**src/rtl/seq_restoring_div_pkg.sv**
```systemverilog
// Shared definitions for the sequential restoring divider: state encoding,
// default widths and the iteration-counter width.
package seq_restoring_div_pkg;

    typedef enum logic [1:0] {
        S_IDLE = 2'd0,
        S_RUN  = 2'd1,
        S_DONE = 2'd2
    } state_t;

    localparam int unsigned DEF_DW = 8;
    localparam int unsigned DEF_VW = 4;
    localparam int unsigned CW     = $clog2(DEF_DW);

endpackage

```
**src/rtl/seq_restoring_div_sub_step.sv**
```systemverilog
// One restoring step: W-bit ripple-borrow subtract built from full-adder cells
// (a + ~b + 1). no_borrow is the final carry, i.e. a >= b.
module div_sub_step #(
    parameter int unsigned W = 5
) (
    input  logic [W-1:0] a,
    input  logic [W-1:0] b,
    output logic [W-2:0] diff,
    output logic         no_borrow
);

    // The top difference bit is never needed: a kept difference is < b, whose MSB is 0.
    always_comb begin
        logic [W:0] c;
        c    = '0;
        c[0] = 1'b1;
        diff = '0;
        for (int unsigned i = 0; i < W; i++) begin
            if (i < W - 1) begin
                diff[i] = a[i] ^ ~b[i] ^ c[i];
            end
            c[i+1] = (a[i] & ~b[i]) | (a[i] & c[i]) | (~b[i] & c[i]);
        end
        no_borrow = c[W];
    end

endmodule

```
**src/rtl/seq_restoring_div.sv**
```systemverilog
// Sequential restoring divider, one quotient bit per clock, with a
// start/busy/done handshake and registered, held results.
module seq_restoring_div
    import seq_restoring_div_pkg::*;
#(
    parameter int unsigned DW = DEF_DW,
    parameter int unsigned VW = DEF_VW
) (
    input  logic          clk,
    input  logic          rst,
    input  logic          start,
    input  logic [DW-1:0] dividend,
    input  logic [VW-1:0] divisor,
    output logic          busy,
    output logic          done,
    output logic [DW-1:0] quotient,
    output logic [VW-1:0] remainder,
    output logic          div_by_zero
);

    localparam int unsigned CNT_W = $clog2(DW);

    state_t         state;
    logic [DW-1:0]  q;
    logic [VW-1:0]  r;
    logic [VW-1:0]  d;
    logic [CNT_W-1:0] cnt;

    logic [VW:0]    t;
    logic [VW-1:0]  diff;
    logic           no_borrow;
    logic [VW-1:0]  r_nxt;
    logic [DW-1:0]  q_nxt;

    // Partial remainder is always < D after a step, so its (VW+1)-th bit is
    // provably zero and only the low VW bits are stored.
    assign t = {r, q[DW-1]};

    div_sub_step #(
        .W(VW + 1)
    ) u_step (
        .a         (t),
        .b         ({1'b0, d}),
        .diff      (diff),
        .no_borrow (no_borrow)
    );

    always_comb begin
        r_nxt = no_borrow ? diff : t[VW-1:0];
        q_nxt = {q[DW-2:0], no_borrow};
    end

    always_ff @(posedge clk or posedge rst) begin
        if (rst) begin
            state       <= S_IDLE;
            q           <= '0;
            r           <= '0;
            d           <= '0;
            cnt         <= '0;
            busy        <= 1'b0;
            done        <= 1'b0;
            quotient    <= '0;
            remainder   <= '0;
            div_by_zero <= 1'b0;
        end else begin
            case (state)
                S_IDLE: begin
                    if (start) begin
                        q    <= dividend;
                        d    <= divisor;
                        r    <= '0;
                        cnt  <= CNT_W'(DW - 1);
                        busy <= 1'b1;
                        if (divisor == '0) begin
                            state       <= S_DONE;
                            done        <= 1'b1;
                            quotient    <= '1;
                            remainder   <= dividend[VW-1:0];
                            div_by_zero <= 1'b1;
                        end else begin
                            state <= S_RUN;
                        end
                    end
                end
                S_RUN: begin
                    q <= q_nxt;
                    r <= r_nxt;
                    if (cnt == '0) begin
                        state       <= S_DONE;
                        done        <= 1'b1;
                        quotient    <= q_nxt;
                        remainder   <= r_nxt;
                        div_by_zero <= 1'b0;
                    end else begin
                        cnt <= cnt - CNT_W'(1);
                    end
                end
                S_DONE: begin
                    done  <= 1'b0;
                    busy  <= 1'b0;
                    state <= S_IDLE;
                end
                default: begin
                    done  <= 1'b0;
                    busy  <= 1'b0;
                    state <= S_IDLE;
                end
            endcase
        end
    end

endmodule

```
**config.mk**
```make
export PLATFORM = sky130hd
export DESIGN_NAME = seq_restoring_div
export DESIGN_NICKNAME = d
export VERILOG_FILES = /design/src/rtl/seq_restoring_div_pkg.sv /design/src/rtl/seq_restoring_div_sub_step.sv /design/src/rtl/seq_restoring_div.sv
export SDC_FILE = /design/constraint.sdc
export NUM_CORES = 1
export LEC_CHECK = 0
export CAP_MARGIN = 20
export CORE_UTILIZATION = 40
export CTS_CLUSTER_SIZE = 25
export DETAILED_ROUTE_END_ITERATION = 8
export PLACE_DENSITY = 0.71
export SYNTH_ARGS = -nofsm -noshare
export SYNTH_HDL_FRONTEND = slang
export SYNTH_HIERARCHICAL = 1
export SYNTH_SLANG_ARGS = --single-unit
```
**constraint.sdc**
```tcl
create_clock -name clk -period 2.6 [get_ports clk]
set_input_delay 0.39 -clock clk [delete_from_list [all_inputs] [get_ports clk]]
set_output_delay 0.39 -clock clk [all_outputs]
set_load 0.03 [all_outputs]
```
---- After elaboration in Yosys (flattened, before gate mapping) ----
Index checks and enable logic that the tools add are counted.
cells by class
  $add $sub $neg .......................... 1
  reductions and logical operators ........ 11
  multiplexer cells ....................... 28
  equal/unequal tests ..................... 5
  bitwise operators ....................... 34
operator list
  operator                                                            number
  8-bit two-way mux                                                   4
  8-bit one-hot mux with 2 select lines                               2
  4-bit two-way mux                                                   5
  4-bit one-hot mux with 2 select lines                               2
  1-bit bitwise AND                                                   11
  1-bit bitwise OR                                                    10
  2-bit inequality test, second input constant                        4
  2-bit AND reduction                                                 4
  1-bit XOR                                                           7
  2-bit two-way mux                                                   3
  3-bit two-way mux                                                   2
  1-bit NOT                                                           6
  1-bit one-hot mux with 2 select lines                               3
  3-bit one-hot mux with 2 select lines                               1
  3-bit AND reduction                                                 2
  1-bit two-way mux                                                   5
  4-bit logical NOT                                                   1
  2-bit one-hot mux with 2 select lines                               1
  4-bit AND reduction                                                 1
  3-bit logical NOT                                                   1
  3-bit by 1-bit subtractor with 3-bit output, second input constant  1
  2-bit by 1-bit == test with 1-bit output, second input constant     1
  2-bit logical NOT                                                   1
  2-bit nonzero test                                                  1
storage, ports and cells
  word-level logic and storage cells ...... 89
  output and inout port bits .............. 15
  register bits ........................... 36

---- Logic depth before layout (Yosys ltp) ----
Gate-level depths: netlist of the first run.
  depth after elaboration ................. 19
  depth in mapped cells ................... 11
  mapped depth without buffers ............ 10

---- Cells and area by module ----
Netlist of the first run, hierarchy kept.
modules (own cells, without submodules)
  module             times used  cells each  area each (sq um)
  seq_restoring_div  1           129         1600.3
  div_sub_step       1           15          117.6

---- Least setup slack after synthesis of the first run ----
OpenSTA, ideal clock, no wires.
  path type ............................... reg2reg
  from .................................... register q[7]
  to ...................................... register r[3]
  library setup time ...................... 0.122 ns
  setup slack ............................. -0.269 ns
  clock period less this slack ............ 2.869 ns
  data required time ...................... 2.478 ns
  cell stages (with the launch flop) ...... 11
  path buffers ............................ 1
  arrival ................................. 2.747 ns
  cell sequence ........................... dfrtp_1 > inv_1 > ha_1 > fa_1 > fa_1 > fa_1 > nor2_1 > o21a_1 > clkbuf_1 > mux2_2 > a32o_1
between the ends
  cells in the longest elaborated chain, start to end .. 17
  elaborated cells between the ends (all ways) .. 21
  those cells by class .................... mux: 2; bitwise: 19
ends and longest elaborated chain
  what                                     line                              RTL
  from (decl)                              seq_restoring_div.sv:24           logic [DW-1:0] q;
  from (signal assigned)                   seq_restoring_div.sv:69           q <= dividend;
  from (signal assigned)                   seq_restoring_div.sv:86           q <= q_nxt;
  1-bit bitwise AND                        seq_restoring_div_sub_step.sv:22  c[i+1] = (a[i] & ~b[i]) | (a[i] & c[i]) | (~b[i] & c[i]);
  1-bit bitwise OR * (2 in a row)          seq_restoring_div_sub_step.sv:22
  1-bit bitwise AND                        seq_restoring_div_sub_step.sv:22
  1-bit bitwise OR                         seq_restoring_div_sub_step.sv:22
  1-bit bitwise OR *                       seq_restoring_div_sub_step.sv:22
  1-bit bitwise AND                        seq_restoring_div_sub_step.sv:22
  1-bit bitwise OR                         seq_restoring_div_sub_step.sv:22
  1-bit bitwise OR *                       seq_restoring_div_sub_step.sv:22
  1-bit bitwise AND                        seq_restoring_div_sub_step.sv:22
  1-bit bitwise OR                         seq_restoring_div_sub_step.sv:22
  1-bit bitwise OR *                       seq_restoring_div_sub_step.sv:22
  1-bit bitwise AND                        seq_restoring_div_sub_step.sv:22
  1-bit bitwise OR                         seq_restoring_div_sub_step.sv:22
  1-bit bitwise OR *                       seq_restoring_div_sub_step.sv:22
  via no_borrow                            seq_restoring_div.sv:31           logic no_borrow;
  4-bit two-way mux *                      seq_restoring_div.sv:49           r_nxt = no_borrow ? diff : t[VW-1:0];
  4-bit one-hot mux with 2 select lines *  seq_restoring_div.sv:66           case (state)
  to (signal assigned)                     seq_restoring_div.sv:87           r <= r_nxt;
  to (decl)                                seq_restoring_div.sv:25           logic [VW-1:0] r;
The timed path passes the listed nets; every way through them passes the cells marked *.
A chain may end at the register's enable or synchronous reset.

---- Worst setup path in the final report of the first run ----
  from .................................... register q[7]
  to ...................................... register remainder[0]
between the ends
  cells in the longest elaborated chain, start to end .. 18
  elaborated cells between the ends (all ways) .. 23
  those cells by class .................... mux: 3; bitwise: 20
ends and longest elaborated chain
  what                                     line                              RTL
  1-bit bitwise AND                        seq_restoring_div_sub_step.sv:22
  1-bit bitwise OR * (2 in a row)          seq_restoring_div_sub_step.sv:22
  1-bit bitwise AND                        seq_restoring_div_sub_step.sv:22
  1-bit bitwise OR                         seq_restoring_div_sub_step.sv:22
  1-bit bitwise OR *                       seq_restoring_div_sub_step.sv:22
  1-bit bitwise AND                        seq_restoring_div_sub_step.sv:22
  1-bit bitwise OR                         seq_restoring_div_sub_step.sv:22
  1-bit bitwise OR *                       seq_restoring_div_sub_step.sv:22
  [2 not listed]                           -
  1-bit bitwise OR *                       seq_restoring_div_sub_step.sv:22
  1-bit bitwise AND                        seq_restoring_div_sub_step.sv:22
  1-bit bitwise OR                         seq_restoring_div_sub_step.sv:22
  1-bit bitwise OR *                       seq_restoring_div_sub_step.sv:22
  via no_borrow                            seq_restoring_div.sv:31
  4-bit two-way mux *                      seq_restoring_div.sv:49
  4-bit two-way mux *                      seq_restoring_div.sv:88           if (cnt == '0) begin
  4-bit one-hot mux with 2 select lines *  seq_restoring_div.sv:66
  to (signal assigned)                     seq_restoring_div.sv:78           remainder <= dividend[VW-1:0];
  to (signal assigned)                     seq_restoring_div.sv:92           remainder <= r_nxt;
  to (decl)                                seq_restoring_div.sv:17           output logic [VW-1:0] remainder,
The timed path passes the listed nets; every way through them passes the cells marked *. The select of a mux whose other input is x is not followed.

==> summary.md, run 1 <==
| Metric | Value |
|---|---|
| Status | finished with violations |
| Failing checks | setup timing |
| Final GP Congestion | between 0.7 and 0.8 |
| EDFF count, synth | 0 |
| Nets@finish | 203 |
| Filler cells | around 340 |
| Crit-path slowest cell | dfrtp_1 |
| Crit path max-delay family | adder cells |
| Synth area leader | dfrtp_1 |
| Worst-skew pair later-pin latency | 0.29 ns |
| Adder-cell area share of the yosys netlist | 0.0568 |
| DR vias | about 1.2k |
| Total gr overflow | 0 |
| Final WL | approximately 3400 um |
| Post-synthesis simple-gate area fraction | 0.0677 |
| Largest family of logic cells by synthesized area | multiplexers |
| Worst-margin pin slew | 0.884 ns |
| #FFs+latches synth | 36 |
| CP arrival | roughly 2.8 ns |
| Core Footprint | between 0.004 and 0.005 mm^2 |
| Reg2reg start | q[7] |
| Layout Skew | 0.0112 ns |
| Slowest stage delay, CP | about 0.36 ns |
| First-pass GRT wire length | 5730 um |
| Global-route usage over all layers | 0.173 |
| Final worst slack | -0.0394 ns |
| Power after layout | around 3.0 mW |
| Clock buffer depth | 2 |
| Hold Path Class | register to register |
| Ys flop type | dfrtp_1 |
| Die H | about 68 um |
| Starting density of the core | 0.423 |
| Remaining antenna violation count | 0 |
| Part of the cycle the worst path needs | 1.02 |
| Clk pwr share | 0.133 |
| TritonCTS sink count | 36 |
| Cts bufs inserted | 5 |
| Pin count of the biggest net entering global routing | 37 |
| Startpoint Class | register |
| Cell with the most instances after synthesis | dfrtp_1 |
| Critical R2R Capture | remainder[0] |
| Cell mode on critical path | fa_2 |
| Mapped Cells | ~140 |
| Min Tclk post-route | ~2.6 ns |
| Pwr Density | roughly 1400 mW/mm^2 |
| DRC Markers | 0 |
| Synth cell count leaders | dfrtp_1, inv_1, mux2i_1 |
| # IOs | 30 |
| Hold Vio Cnt, Final | 0 |
| Fin. max-slew vios | 0 |
| YS warnings | 6 |
| Multi-input gate area | 756 um^2 |
| Static Leak | 0.969 nW |
| Unique masters post-synth | 29 |
| Area Overhead vs Synth | 29.4% |
| Crit path buffers/inverters | 1 |
| RSZ-0062 raised after global routing | true |
| Register area share after synthesis | 0.524 |
| Slew Limit Headroom | 0.410 |
| Root Buffer Master | clkbuf_8 |
| Mapped Area | roughly 0.0017 mm^2 |
| Async S/R FF share, synth | 1.00 |
| Antenna diode count | 0 |
| Worst vdd rail ir drop | a little under 0.0007 V |
| Pint | between 1.5 and 2 mW |
| Crit path max fanout | 5 |
| Routed wire length per instance | between 10 and 15 um |
| CTS tree | built |
| Port buffer count | 29 |
| Final core utilization | 0.548 |
| Hold path cells | 1 |
| CP cell instances | inv_1 -> ha_2 -> fa_2 -> fa_2 -> fa_2 -> nor2_2 -> o21a_4 -> mux2i_2 -> mux2i_1 -> mux2_4 |
| Share of cells above drive strength 1 | 0.197 |
| Net Sw Frac | 0.402 |
| Setup TNS | -0.117 ns |
| FP Rows | 23 |
| Die width | between 60 and 70 um |
| Vias in the first global route | 1242 |
| Maxcap violations | 0 |
| Mux cell area share after synthesis | 0.154 |
| Xor-xnor portion of the synthesized cell area | 0 |
| Net switching power | about 1.2 mW |
| Crit Path Class | register to register |
| R2r worst-path depth | 10 |
| Logic pwr share | 0.531 |
| DRT iter0 DRCs | 34 |
| Reg area | approximately 900 um^2 |
| Pre-CTS setup slack | -0.396 ns |
| R2r setup slk | -0.04 ns |
| WP data required | 2.77 ns |
| Post-Syn Area per Cell | between 10 and 15 um^2 |
| H-tree Lvls | 2 |
| Final HPWL DP | roughly 2400 um |
| Area share of the largest cell type after synthesis | 0.524 |
| Vias per std cell | about 5.0 |
| Crit. End Element | register |
| Ranking of synthesized cells by area | dfrtp_1, mux2i_1, mux2_2 |
| Initial antenna violation count | 0 |
| Reg clk slew, reported paths | ~0.080 ns |
| Die area | between 0.004 and 0.005 mm^2 |
| First-pass DRT Iterations | 4 |
| Final std cells w/o fill | between 200 and 250 |
| Hold EP | busy |
| Hold_sp | busy |
| Synth Area in Compound Gates | 0.129 |
| Fmax | between 0.3 and 0.4 GHz |
| Final setup viols | 5 |
| Placed instance count | 222 |
| Flop pwr share | 0.336 |
## power groups by stage
stage                     Sequential [mW]  Combinational, mW  Clock [mW]
after floorplan                      1.17              0.915           0
after global placement               1.01               1.44           0
after detailed placement             1.02               1.49           0
after CTS                            1.01               1.54       0.416
after global routing                 1.05               1.76       0.433
final                                1.01               1.60       0.401
## placed cells by master (no fill, tap or decap), drive strengths merged
cell type / n
a32o: 1
o211a: 1
nand3: 1
a21oi: 3
o21a: 3
clkinv: 1
nand2: 12
nor2: 1
buf: 8
fa: 3
o32ai: 1
nand2b: 1
o21bai: 1
dfrtp: 36
clkbuf: 5
clkinvlp: 1
mux2: 9
a21o: 2
inv: 18
conb: 2
nor3b: 2
nor4: 1
clkdlybuf4s50: 29
o22a: 8
o21ai: 11
nor3: 3
ha: 3
mux2i: 16
## routing by layer
metal | GRT usage | vias up | part of all wire
met1 | 0.218 | 571 | 0.45
met3 | 0.0439 | 5 | 0.043
met2 | 0.281 | 28 | 0.49
met4 | 0.0718 | 0 | 0.016
li1 | - | 561 | -
met5 | 0 | - | 0
## cell families (layout without fill, tap and decap cells)
kind of cell,count (synthesis),after routing
mux,25,25
simple gates,21,21
flops,36,36
compound gates,31,31
buf+inv,24,62
fa+ha+maj,6,6
other cells,1,2
## how the worst max path moves through the flow
stage                    to  startpoint  cells past startpoint
2_1_floorplan          r[3]        q[7]                      8
3_3_place_gp   remainder[1]        q[7]                     10
3_5_place_dp   remainder[1]        q[7]                     10
4_1_cts        remainder[1]        d[0]                      9
5_1_grt        remainder[0]        q[7]                     10
6_report       remainder[0]        q[7]                     10
## cell type report
cell class                      instances  area share
Sequential cell                        36       0.405
Multi-Input combinational cell         85       0.340
Timing Repair Buffer                   37       0.158
Clock buffer                            5      0.0310
Inverter                               17      0.0287
Tap cell                               50      0.0281
Clock inverter                          3     0.00957
## metrics by stage
| step | hold WS (ns) | instance area, um^2 |
|---|---|---|
| finish | 0.484 | 2220 |
| global route | 0.513 | 2220 |
| CTS | 0.488 | 2190 |
| detailed placement | 0.469 | 2070 |
| global placement | 0.459 | 2070 |
| floorplan | 0.445 | 1740 |
## state kept, by name, summed over array words and instances, names as in the netlist
signal and cells:
quotient 8, done 1, q 8, div_by_zero 1
d 4, busy 1, cnt 3, remainder 4
state 2, r 4
## timing repair
action	in CTS	in global routing
pin swaps	6	1
hold buffers	0	0
endpoints found under the setup margin	9	6
gates resized for setup	5	4
buffers inserted	1	2
endpoints found under the hold margin	0	0
Note: power is estimated with default switching activity, not from simulation.
==> run 2: changes to the inputs <==
--- a/config.mk
+++ b/config.mk
@@ -6,10 +6,10 @@
 export NUM_CORES = 1
 export LEC_CHECK = 0
 export CAP_MARGIN = 20
-export CORE_UTILIZATION = 40
+export CORE_UTILIZATION = 47
 export CTS_CLUSTER_SIZE = 25
 export DETAILED_ROUTE_END_ITERATION = 8
-export PLACE_DENSITY = 0.71
+export PLACE_DENSITY = 0.8
 export SYNTH_ARGS = -nofsm -noshare
 export SYNTH_HDL_FRONTEND = slang
 export SYNTH_HIERARCHICAL = 1
==> summary.md, run 2 (synthesis gave the netlist of run 1 again) <==
| Metric | Value |
|---|---|
| Crit path buffers/inverters | 0 (was 1) |
| TritonCTS sink count | 36 (unchanged) |
| # IOs | 30 (unchanged) |
| First-pass DRT Iterations | 4 (unchanged) |
| RSZ-0062 raised after global routing | true (unchanged) |
| Nets@finish | 204 (was 203) |
| Failing checks | setup timing (unchanged) |
| Top Metal Used | met4 (unchanged) |
| CP arrival | 2.92 ns (was 2.81 ns) |
| DR vias | 1195 (was 1165) |
| Setup TNS | -0.296 ns (was -0.117 ns) |
| Pwr Density | 1340 mW/mm^2 (was 1360 mW/mm^2) |
| Slowest stage delay, CP | 0.40 ns (was 0.36 ns) |
| Status | finished with violations (unchanged) |
| Worst-skew pair later-pin latency | 0.35 ns (was 0.29 ns) |
| Maxcap violations | 0 (unchanged) |
| Static Leak | 0.959 nW (was 0.969 nW) |
| Vias per std cell | 5.20 (was 5.00) |
| Part of the cycle the worst path needs | 1.03 (was 1.02) |
| Met2 Routed Length | 1570 um (was 1650 um) |
| Net Sw Frac | 0.406 (was 0.402) |
| Hold Path Class | input port to asynchronous set/reset pin (was register to register) |
| Number of hold buffers added after CTS | 0 (unchanged) |
| Core Footprint | 0.00342 mm^2 (was 0.00406 mm^2) |
| Reg clk slew, reported paths | 0.12 ns (was 0.08 ns) |
| Clock buffer depth | 2 (unchanged) |
| Clk pwr share | 0.110 (was 0.133) |
| Die width | 62.5 um (was 67.5 um) |
| Die H | 62.5 um (was 67.5 um) |
| Crit Path Class | register to register (unchanged) |
| CP cell instances | ha_2 -> fa_2 -> fa_2 -> fa_2 -> nor2_2 -> o21a_2 -> mux2i_2 -> mux2i_1 -> mux2_4 (was inv_1 -> ha_2 -> fa_2 -> fa_2 -> fa_2 -> nor2_2 -> o21a_4 -> mux2i_2 -> mux2i_1 -> mux2_4) |
| Startpoint Class | register (unchanged) |
| R2r setup slk | -0.08 ns (was -0.04 ns) |
| Final instance area | 0.00218 mm^2 (was 0.00222 mm^2) |
| Flop pwr share | 0.348 (was 0.336) |
| Final core utilization | 0.638 (was 0.548) |
| DRC Markers | 0 (unchanged) |
| H-tree Lvls | 2 (unchanged) |
| Port buffer count | 29 (unchanged) |
| Crit path max fanout | 5 (unchanged) |
| Dpl cell area | 0.00207 mm^2 (about the same) |
| Final HPWL DP | 2380 um (was 2410 um) |
| Critical R2R Capture | remainder[2] (was remainder[0]) |
| DRT iter0 DRCs | 34 (unchanged) |
| Cts bufs inserted | 5 (unchanged) |
| CP startpoint | d[0] (was q[7]) |
| Worst vdd rail ir drop | 0.000717 V (was 0.000682 V) |
| Starting density of the core | 0.503 (was 0.423) |
| Net switching power | 1.18 mW (was 1.21 mW) |
| Area Overhead vs Synth | 26.9% (was 29.4%) |
| Final worst slack | -0.0846 ns (was -0.0394 ns) |
| Pin count of the biggest net entering global routing | 37 (unchanged) |
| Power after layout | 2.92 mW (was 3.02 mW) |
| Largest regs | q: 8 flops, quotient: 8 flops (unchanged) |
| Layout Skew | 0.0137 ns (was 0.0112 ns) |
| Logic pwr share | 0.541 (was 0.531) |
| Min Tclk post-route | 2.68 ns (was 2.64 ns) |
| Filler cells | 287 (was 344) |
| R2r worst-path depth | 9 (was 10) |
| Worst-margin pin slew | 0.883 ns (was 0.884 ns) |
| Critical Path End | remainder[2] (was remainder[0]) |
| Crit path max-delay family | adder cells (unchanged) |
| WP data required | 2.83 ns (was 2.77 ns) |
| Crit-path slowest cell | dfrtp_1 (unchanged) |
| Crit. End Element | register (unchanged) |
| Antenna diode count | 0 (unchanged) |
| Total gr overflow | 0 (unchanged) |
| Initial antenna violation count | 0 (unchanged) |
| Most common cell after layout, fill and taps aside | dfrtp_1 (unchanged) |
| Pint | 1.73 mW (was 1.81 mW) |
| Remaining antenna violation count | 0 (unchanged) |
| CTS tree | built (unchanged) |
| Final GP Congestion | 0.803 (was 0.782) |
| Final hold slack | 0.434 ns (was 0.484 ns) |
| Routed wire length per instance | 14.6 um (was 14.5 um) |
| Vias in the first global route | 1295 (was 1242) |
| Fin. max-slew vios | 0 (unchanged) |
| Fmax | 0.373 GHz (was 0.379 GHz) |
| Metal3 WL | 145 um (was 146 um) |
| Final WL | 3370 um (was 3380 um) |
| First-pass GRT wire length | 6060 um (was 5730 um) |
| Hold Vio Cnt, Final | 0 (unchanged) |
| Reg2reg start | d[0] (was q[7]) |
| Routed length on met1 | 1600 um (was 1540 um) |
| Critical path depth in cells | 9 (was 10) |
| Slew Limit Headroom | 0.411 (was 0.410) |
| Global-route usage over all layers | 0.201 (was 0.173) |
| Share of cells above drive strength 1 | 0.190 (was 0.197) |
| FP Rows | 21 (was 23) |
| Most frequent cells in the layout | dfrtp_1, clkdlybuf4s50_1, inv_1, mux2i_1, nand2_1 (unchanged) |
| Root Buffer Master | clkbuf_4 (was clkbuf_8) |
| Die area | 0.00390 mm^2 (was 0.00456 mm^2) |
| Final setup viols | 5 (unchanged) |
| Cell mode on critical path | fa_2 (unchanged) |
run 2: per-layer routing:
layer | vias up | track usage
met3 | 5 | 0.0547
met4 | 0 | 0.0727
met5 | - | 0
met1 | 589 | 0.268
li1 | 572 | -
met2 | 29 | 0.314
run 2: area by class of cell:
type	instances	area (um^2)	share of cell area
clock buffer	7	55.1	0.0253
clock inverter	1	7.51	0.00344
inverter	17	63.8	0.0293
multi-input combinational	85	737	0.338
sequential	36	901	0.413
tap	46	57.6	0.0264
timing repair buffer	38	358	0.164
run 2: worst reg2reg max path, cell delays in order (launching register included):
cell and delay [ns]:
dfrtp_1 0.40, ha_2 0.19, fa_2 0.33, fa_2 0.35, fa_2 0.36, nor2_2 0.09
o21a_2 0.22, mux2i_2 0.27, mux2i_1 0.10, mux2_4 0.29
run 2: timing repair:
action / CTS / global route
hold endpoints to repair: 0 / 0
gates resized for setup: 3 / 4
pin swaps: 5 / 2
endpoints found under the setup margin: 9 / 5
buffers inserted: 1 / 3
run 2: power by group through the flow:
stage | clock network [mW] | registers [mW] | logic, mW
2_1_floorplan | 0 | 1.17 | 0.915
3_3_place_gp | 0 | 1.01 | 1.43
3_5_place_dp | 0 | 1.03 | 1.50
4_1_cts | 0.329 | 1.02 | 1.52
5_1_grt | 0.351 | 1.05 | 1.74
6_report | 0.321 | 1.02 | 1.58
run 2: how the worst min path moves through the flow:
stage,slack (ns),depth (start not counted),startpoint,end
2_1_floorplan,0.44,1,cnt[0],cnt[0]
3_3_place_gp,0.46,1,cnt[0],cnt[0]
3_5_place_dp,0.48,1,cnt[0],cnt[0]
4_1_cts,0.44,3,rst,remainder[3]
5_1_grt,0.50,3,rst,quotient[3]
6_report,0.43,3,rst,remainder[3]
run 2: stage by stage:
| step | setup slack, ns | std cells |
|---|---|---|
| 2_1_floorplan | 0.0404 | 145 |
| 3_3_place_gp | -0.267 | 218 |
| 3_5_place_dp | -0.347 | 218 |
| 4_1_cts | -0.0681 | 227 |
| 5_1_grt | -0.184 | 230 |
| 6_report | -0.0846 | 230 |
